`src/rtl/uart_pkg.sv`:
```
// Shared definitions for the UART block: arbiter FSM encoding and a width helper.
// Latency: n/a (package only).
// Backpressure: n/a (package only).
package uart_pkg;

    typedef enum logic [1:0] {
        ST_IDLE  = 2'd0,
        ST_ISSUE = 2'd1,
        ST_CLEAR = 2'd2,
        ST_WAIT  = 2'd3
    } arb_state_e;

    // Bits needed to hold 0..value-1; never returns less than 1 so that
    // derived vectors always have a legal width.
    function automatic int clog2(input int value);
        int r;
        r = 0;
        while ((1 << r) < value) begin
            r = r + 1;
        end
        return (r < 1) ? 1 : r;
    endfunction

endpackage

```
`src/rtl/rr_pick.sv`:
```
// Round-robin picker: first set request at or above ptr, wrapping past the top.
// Latency: purely combinational.
// Backpressure: none; valid is low when no request is set.
module rr_pick
    import uart_pkg::*;
#(
    parameter int NUM_REQ = 4,
    parameter int IDX_W   = clog2(NUM_REQ)
) (
    input  logic [NUM_REQ-1:0] req,
    input  logic [IDX_W-1:0]   ptr,
    output logic               valid,
    output logic [IDX_W-1:0]   idx
);

    int best;
    int off;

    // Keep the set request with the smallest rotational distance from ptr.
    always_comb begin
        valid = 1'b0;
        idx   = '0;
        best  = NUM_REQ;
        off   = 0;
        for (int j = 0; j < NUM_REQ; j++) begin
            off = (j >= int'(ptr)) ? (j - int'(ptr)) : (j - int'(ptr) + NUM_REQ);
            if (req[IDX_W'(j)] && (off < best)) begin
                best  = off;
                valid = 1'b1;
                idx   = IDX_W'(j);
            end
        end
    end

endmodule

```
`src/rtl/uart_tx_arbiter.sv`:
```
// Shares one UART transmitter among NUM_REQ byte producers with round-robin priority.
// Latency: gnt/tx_start 1 cycle after a request is seen in IDLE; done 1 cycle after tx_done.
// Backpressure: requests are ignored while busy; a stalled frame is abandoned by the watchdog.
module uart_tx_arbiter
    import uart_pkg::*;
#(
    parameter int NUM_REQ        = 4,
    parameter int DATA_WIDTH     = 8,
    parameter int TIMEOUT_CYCLES = 4096
) (
    input  logic                          clk,
    input  logic                          reset,
    input  logic [NUM_REQ-1:0]            req,
    input  logic [NUM_REQ*DATA_WIDTH-1:0] req_data,
    output logic [NUM_REQ-1:0]            gnt,
    output logic [NUM_REQ-1:0]            done,
    output logic                          tx_start,
    output logic [DATA_WIDTH-1:0]         tx_data,
    input  logic                          tx_done,
    output logic                          busy,
    output logic [clog2(NUM_REQ)-1:0]     owner,
    output logic                          timeout_err,
    input  logic                          err_clr
);

    localparam int IW = clog2(NUM_REQ);
    localparam int WW = clog2(TIMEOUT_CYCLES);

    arb_state_e              state_q, state_d;
    logic [IW-1:0]           ptr_q, ptr_d;
    logic [IW-1:0]           owner_q, owner_d;
    logic [DATA_WIDTH-1:0]   tx_data_q, tx_data_d;
    logic [NUM_REQ-1:0]      gnt_q, gnt_d;
    logic [NUM_REQ-1:0]      done_q, done_d;
    logic                    tx_start_q, tx_start_d;
    logic                    busy_q, busy_d;
    logic                    terr_q, terr_d;
    logic [WW-1:0]           wdog_q, wdog_d;

    logic                    pick_valid;
    logic [IW-1:0]           pick_idx;
    logic [IW-1:0]           next_ptr;
    logic                    wdog_hit;
    logic [DATA_WIDTH-1:0]   req_bytes [NUM_REQ];

    for (genvar g = 0; g < NUM_REQ; g++) begin : g_unpack
        assign req_bytes[g] = req_data[g*DATA_WIDTH +: DATA_WIDTH];
    end

    rr_pick #(
        .NUM_REQ (NUM_REQ),
        .IDX_W   (IW)
    ) u_pick (
        .req   (req),
        .ptr   (ptr_q),
        .valid (pick_valid),
        .idx   (pick_idx)
    );

    // Priority always restarts just above whoever owned the last frame.
    assign next_ptr = (owner_q == IW'(NUM_REQ - 1)) ? '0 : owner_q + 1'b1;
    assign wdog_hit = (wdog_q == WW'(TIMEOUT_CYCLES - 1));

    // State register.
    always_ff @(posedge clk) begin
        if (reset) begin
            state_q <= ST_IDLE;
        end else begin
            state_q <= state_d;
        end
    end

    // Next-state: IDLE -> ISSUE -> CLEAR -> WAIT -> IDLE on completion or watchdog.
    always_comb begin
        state_d = state_q;
        case (state_q)
            ST_IDLE:  if (pick_valid) state_d = ST_ISSUE;
            ST_ISSUE: state_d = ST_CLEAR;
            ST_CLEAR: state_d = ST_WAIT;
            ST_WAIT:  if (tx_done || wdog_hit) state_d = ST_IDLE;
            default:  state_d = ST_IDLE;
        endcase
    end

    // Output/datapath next values; pulses default low, captured data holds.
    always_comb begin
        ptr_d      = ptr_q;
        owner_d    = owner_q;
        tx_data_d  = tx_data_q;
        gnt_d      = '0;
        done_d     = '0;
        tx_start_d = 1'b0;
        wdog_d     = wdog_q;
        terr_d     = err_clr ? 1'b0 : terr_q;
        case (state_q)
            ST_IDLE: begin
                if (pick_valid) begin
                    owner_d         = pick_idx;
                    tx_data_d       = req_bytes[pick_idx];
                    gnt_d[pick_idx] = 1'b1;
                    tx_start_d      = 1'b1;
                end
            end
            ST_CLEAR: begin
                // tx_done may still be the previous frame's level here; ignore it.
                wdog_d = '0;
            end
            ST_WAIT: begin
                wdog_d = wdog_q + 1'b1;
                if (tx_done) begin
                    done_d[owner_q] = 1'b1;
                    ptr_d           = next_ptr;
                end else if (wdog_hit) begin
                    // A new timeout beats a simultaneous clear.
                    terr_d = 1'b1;
                    ptr_d  = next_ptr;
                end
            end
            default: ;
        endcase
        busy_d = (state_d != ST_IDLE);
    end

    // Registered outputs and arbitration state.
    always_ff @(posedge clk) begin
        if (reset) begin
            ptr_q      <= '0;
            owner_q    <= '0;
            tx_data_q  <= '0;
            gnt_q      <= '0;
            done_q     <= '0;
            tx_start_q <= 1'b0;
            busy_q     <= 1'b0;
            terr_q     <= 1'b0;
            wdog_q     <= '0;
        end else begin
            ptr_q      <= ptr_d;
            owner_q    <= owner_d;
            tx_data_q  <= tx_data_d;
            gnt_q      <= gnt_d;
            done_q     <= done_d;
            tx_start_q <= tx_start_d;
            busy_q     <= busy_d;
            terr_q     <= terr_d;
            wdog_q     <= wdog_d;
        end
    end

    assign gnt         = gnt_q;
    assign done        = done_q;
    assign tx_start    = tx_start_q;
    assign tx_data     = tx_data_q;
    assign busy        = busy_q;
    assign owner       = owner_q;
    assign timeout_err = terr_q;

endmodule
```
`config.mk`:
```
export PLATFORM = sky130hd
export DESIGN_NAME = uart_tx_arbiter
export DESIGN_NICKNAME = d
export VERILOG_FILES = /design/src/rtl/uart_pkg.sv /design/src/rtl/rr_pick.sv /design/src/rtl/uart_tx_arbiter.sv
export SDC_FILE = /design/constraint.sdc
export NUM_CORES = 1
export LEC_CHECK = 0
export BUFFER_PORTS_ARGS = -buffer_cell sky130_fd_sc_hd__buf_4
export CORE_MARGIN = 5
export CORE_UTILIZATION = 30
export CTS_CLUSTER_DIAMETER = 120
export DETAILED_ROUTE_END_ITERATION = 10
export GPL_ROUTABILITY_DRIVEN = 0
export PLACE_DENSITY = 0.65
export SLEW_MARGIN = 15
export SYNTH_ARGS = -nofsm -noshare
export SYNTH_HDL_FRONTEND = slang
export SYNTH_HIERARCHICAL = 1
export SYNTH_SLANG_ARGS = --single-unit
```
`constraint.sdc`:
```
create_clock -name clk -period 2.5 [get_ports clk]
set_clock_uncertainty 0.15 [all_clocks]
set_input_delay 0.375 -clock clk [delete_from_list [all_inputs] [get_ports clk]]
set_output_delay 0.375 -clock clk [all_outputs]
set_load 0.005 [all_outputs]
```
==> summary.txt <==
Run status
  • Outcome: finished clean

Clock network
  • # hold bufs at CTS: 0
  • CTS sink count: 37
  • Clk buf depth: 2
  • Clk pin slew, worst setup/hold paths: 80 ps
  • Skew-Pair Late Insertion Delay: around 300 ps
  • H-tree levels: 2
  • Root buf cell: clkbuf_8
  • CTS tree: done
  • Num CTS Buffers: 5

Power
  • NetSw: between 0.3 and 0.4 mW
  • Logic pwr share: 15.7%
  • Peak supply drop: 0.399 mV
  • Leak: roughly 1 nW
  • Clk pwr share: 38.5%
  • Register share of total power: 45.9%
  • Internal: between 1 and 1.5 mW
  • Pwr dens: 562 nW/um^2
  • Sw frac: 25.8%

Worst setup path
  • Crit. Startpoint: ptr_q[1]$_SDFFE_PP0P_
  • Worst Setup Start Kind: flop
  • R2r startpoint: ptr_q[1]$_SDFFE_PP0P_
  • Reg-to-reg slack, setup: 120 ps
  • Slowest stage delay, CP: approximately 500 ps
  • Most frequent CP cell: ha_1
  • Worst EP required: 2520 ps
  • R2r endpoint: tx_data[2]$_SDFFE_PP0P_
  • CP Cell Sequence: inv_1, ha_1, and2_1, ha_1, nand4b_1, o22ai_2, buf_12, mux4_2, nand2_1, a21oi_1
  • WS Path Type: reg -> reg
  • Worst-path fanout max: 9
  • Crit path DAT: 2400 ps
  • CP Capture Type: flop
  • Critical Path End: tx_data[2]$_SDFFE_PP0P_
  • R2R depth: 10
  • CP max stage cell: mux4_2

Floorplan
  • DIE AREA: 7920 sq um
  • CORE AREA: between 5000 and 6000 sq um
  • Num rows: 28
  • Die Y-Extent: 89.0 um
  • Initial Utilization: between 30% and 40%
  • Io pins: 61
  • Die X: 89.0 um

Global route
  • Vias in the first global route: 1,559
  • Met3 usage: roughly 3.7%
  • All-Layer GR Usage: 11.2%
  • Grt total ovfl: 0
  • Initial antenna violation count: 0
  • Grt met1 use: 13.5%
  • Met2 usage: between 10% and 20%
  • Global route hottest layer: met2
  • Largest net degree at the start of global routing: 34
  • First-pass GRT wire length: 6930 um

Synthesis
  • Synth area leaders: dfxtp_1 40%, mux4_2 9.6%, a21oi_1 5.6%
  • Cell with the most instances after synthesis: dfxtp_1
  • Post-synth top cells: 37 x dfxtp_1, 27 x nand2_1, 21 x a21oi_1
  • Top cell type's share of synthesized area: 39.6%
  • Syn Area/Cell: just over 9 sq um
  • Post-synthesis cell count: 202
  • Synth Flop Type: dfxtp_1
  • Asr flop ratio synth: 0%
  • Synth Register Bits: 37
  • Seq/Total Area, Yosys: approximately 40%
  • Ys Warns: 6
  • Syn nets: between 200 and 300
  • Largest area contributor in the synthesized netlist: dfxtp_1
  • Unique masters post-synth: 46
  • EDFF count, synth: 0
  • Synthesized cell area: roughly 1900 sq um

Run
  • Max_cap viols: 0

Cells and area
  • FILL cells: 570
  • Area of the multi-input gates: between 1000 and 1500 sq um
  • Area grow syn2layout: 32.4%
  • Inserted Diodes: 0
  • Final #Nets: ~310
  • Reg area: 741 sq um
  • Post-Layout Cell Count: 334
  • Ratio of cells with drive above 1 in the final layout: 35.1%

Worst hold path
  • Hold Crit Class: in -> reg

STA
  • Setup violations, final: 0
  • Max Fclk: 419 MHz
  • RSZ-0062 raised after global routing: false
  • Crit share post-route: a little over nine tenths
  • Total negative slack: 0 ps
  • Post-route setup slack: 116 ps
  • Slew Limit Fails: 0
  • Minimum clock period: about 2400 ps
  • Final hold violations: 0

Place
  • IO buf count: 58
  • DP Wirelength: 3250 um
  • Inst Count DP: about 330
  • Worst slack, placed: 85.8 ps

Routing
  • Drt first pass iters: 4
  • Drt wl/cell: 12.9 um
  • Final wirelength: 4310 um
  • Via-to-Cell Ratio: 4.90
  • DR iter-0 viols: 55
  • Antenna-violating nets left: 0
  • Post-route DRC violation count: 0
  • Vias: 1,637
state kept, by name (all words and copies together) (netlist names):
name	count
busy	1
done	4
gnt	4
owner	2
ptr_q	2
state_q	2
timeout_err	1
tx_data	8
tx_start	1
wdog_q	12
cell usage in the layout, fill, tap and decap left out, types with 2 or more instances in the layout:
cell and n:
nand3_1 5, clkbuf_8 5, nand2_2 2, mux4_2 8, nor3_1 3, a22oi_1 2, o21ai_0 5, and3_1 8
and2_1 3, inv_2 2, nand4_1 2, a31oi_1 4, or3_1 3, o21bai_1 2, and4_4 2, ha_1 8
nor2_1 12, inv_1 6, o21ai_1 3, a211oi_1 2, buf_4 61, a21oi_1 21, dfxtp_1 37, nand2b_1 3
nand2_1 27
worst min-delay path by stage:
stage	from	endpoint	slack, ps	depth (start not counted)
after CTS	err_clr	timeout_err$_SDFF_PP0_	190	3
after detailed placement	tx_data[7]$_SDFFE_PP0P_	tx_data[7]$_SDFFE_PP0P_	300	2
after global placement	tx_data[5]$_SDFFE_PP0P_	tx_data[5]$_SDFFE_PP0P_	290	2
after global routing	err_clr	timeout_err$_SDFF_PP0_	210	3
final	err_clr	timeout_err$_SDFF_PP0_	190	3
after floorplan	wdog_q[11]$_SDFFE_PP0P_	wdog_q[11]$_SDFFE_PP0P_	300	2
cell families after synthesis:
kind of cell / synth area share (%)
AOI/OAI and AO/OA: 14.3
adders and majority gates: 5.35
buffers and inverters: 6.42
DFF: 39.6
muxes: 10.8
other: 0.200
and+or+nand+nor: 23.4
area by class of cell:
| type | instances | share of cell area (%) |
|---|---|---|
| clock buffer | 5 | 2.78 |
| inverter | 8 | 1.21 |
| clock inverter | 3 | 1.87 |
| sequential | 37 | 29.9 |
| multi-input combinational | 144 | 41.2 |
| tap | 75 | 3.79 |
| timing repair buffer | 62 | 19.3 |
worst max-delay path: cells and delay by family (launching register included):
| family | cells | cell delay [ps] |
|---|---|---|
| mux | 1 | 500 |
| compound gates | 2 | 260 |
| fa+ha+maj | 2 | 360 |
| simple gates | 3 | 410 |
| flops | 1 | 350 |
| buf+inv | 2 | 210 |
power by group through the flow:
stage	registers (mW)	logic, mW	clock network (mW)
floorplan	0.644	0.125	0
global placement	0.651	0.213	0
detailed placement	0.652	0.217	0
CTS	0.638	0.217	0.544
global route	0.642	0.242	0.570
finish	0.639	0.218	0.536
through the flow:
step | power [mW] | hold slack, ps | area, sq um | utilization [%]
2_1_floorplan | 0.769 | 302 | 1880 | -
3_3_place_gp | 0.865 | 293 | 2350 | 39.3
6_report | 1.39 | 195 | 2480 | 41.4
5_1_grt | 1.45 | 208 | 2480 | 41.4
4_1_cts | 1.40 | 189 | 2470 | 41.2
3_5_place_dp | 0.869 | 299 | 2350 | 39.3
what timing repair did:
item	in CTS	in global routing
setup buffers	0	1
gates resized for setup	0	1
setup endpoints to repair	0	9
layer usage:
| layer | up-vias | part of all wire, % |
|---|---|---|
| li1 | 827 | - |
| met1 | 771 | 44 |
| met2 | 35 | 49 |
| met4 | 0 | 1.1 |
| met3 | 4 | 5.9 |
| met5 | - | 0 |
Note: power is estimated with default switching activity, not from simulation.
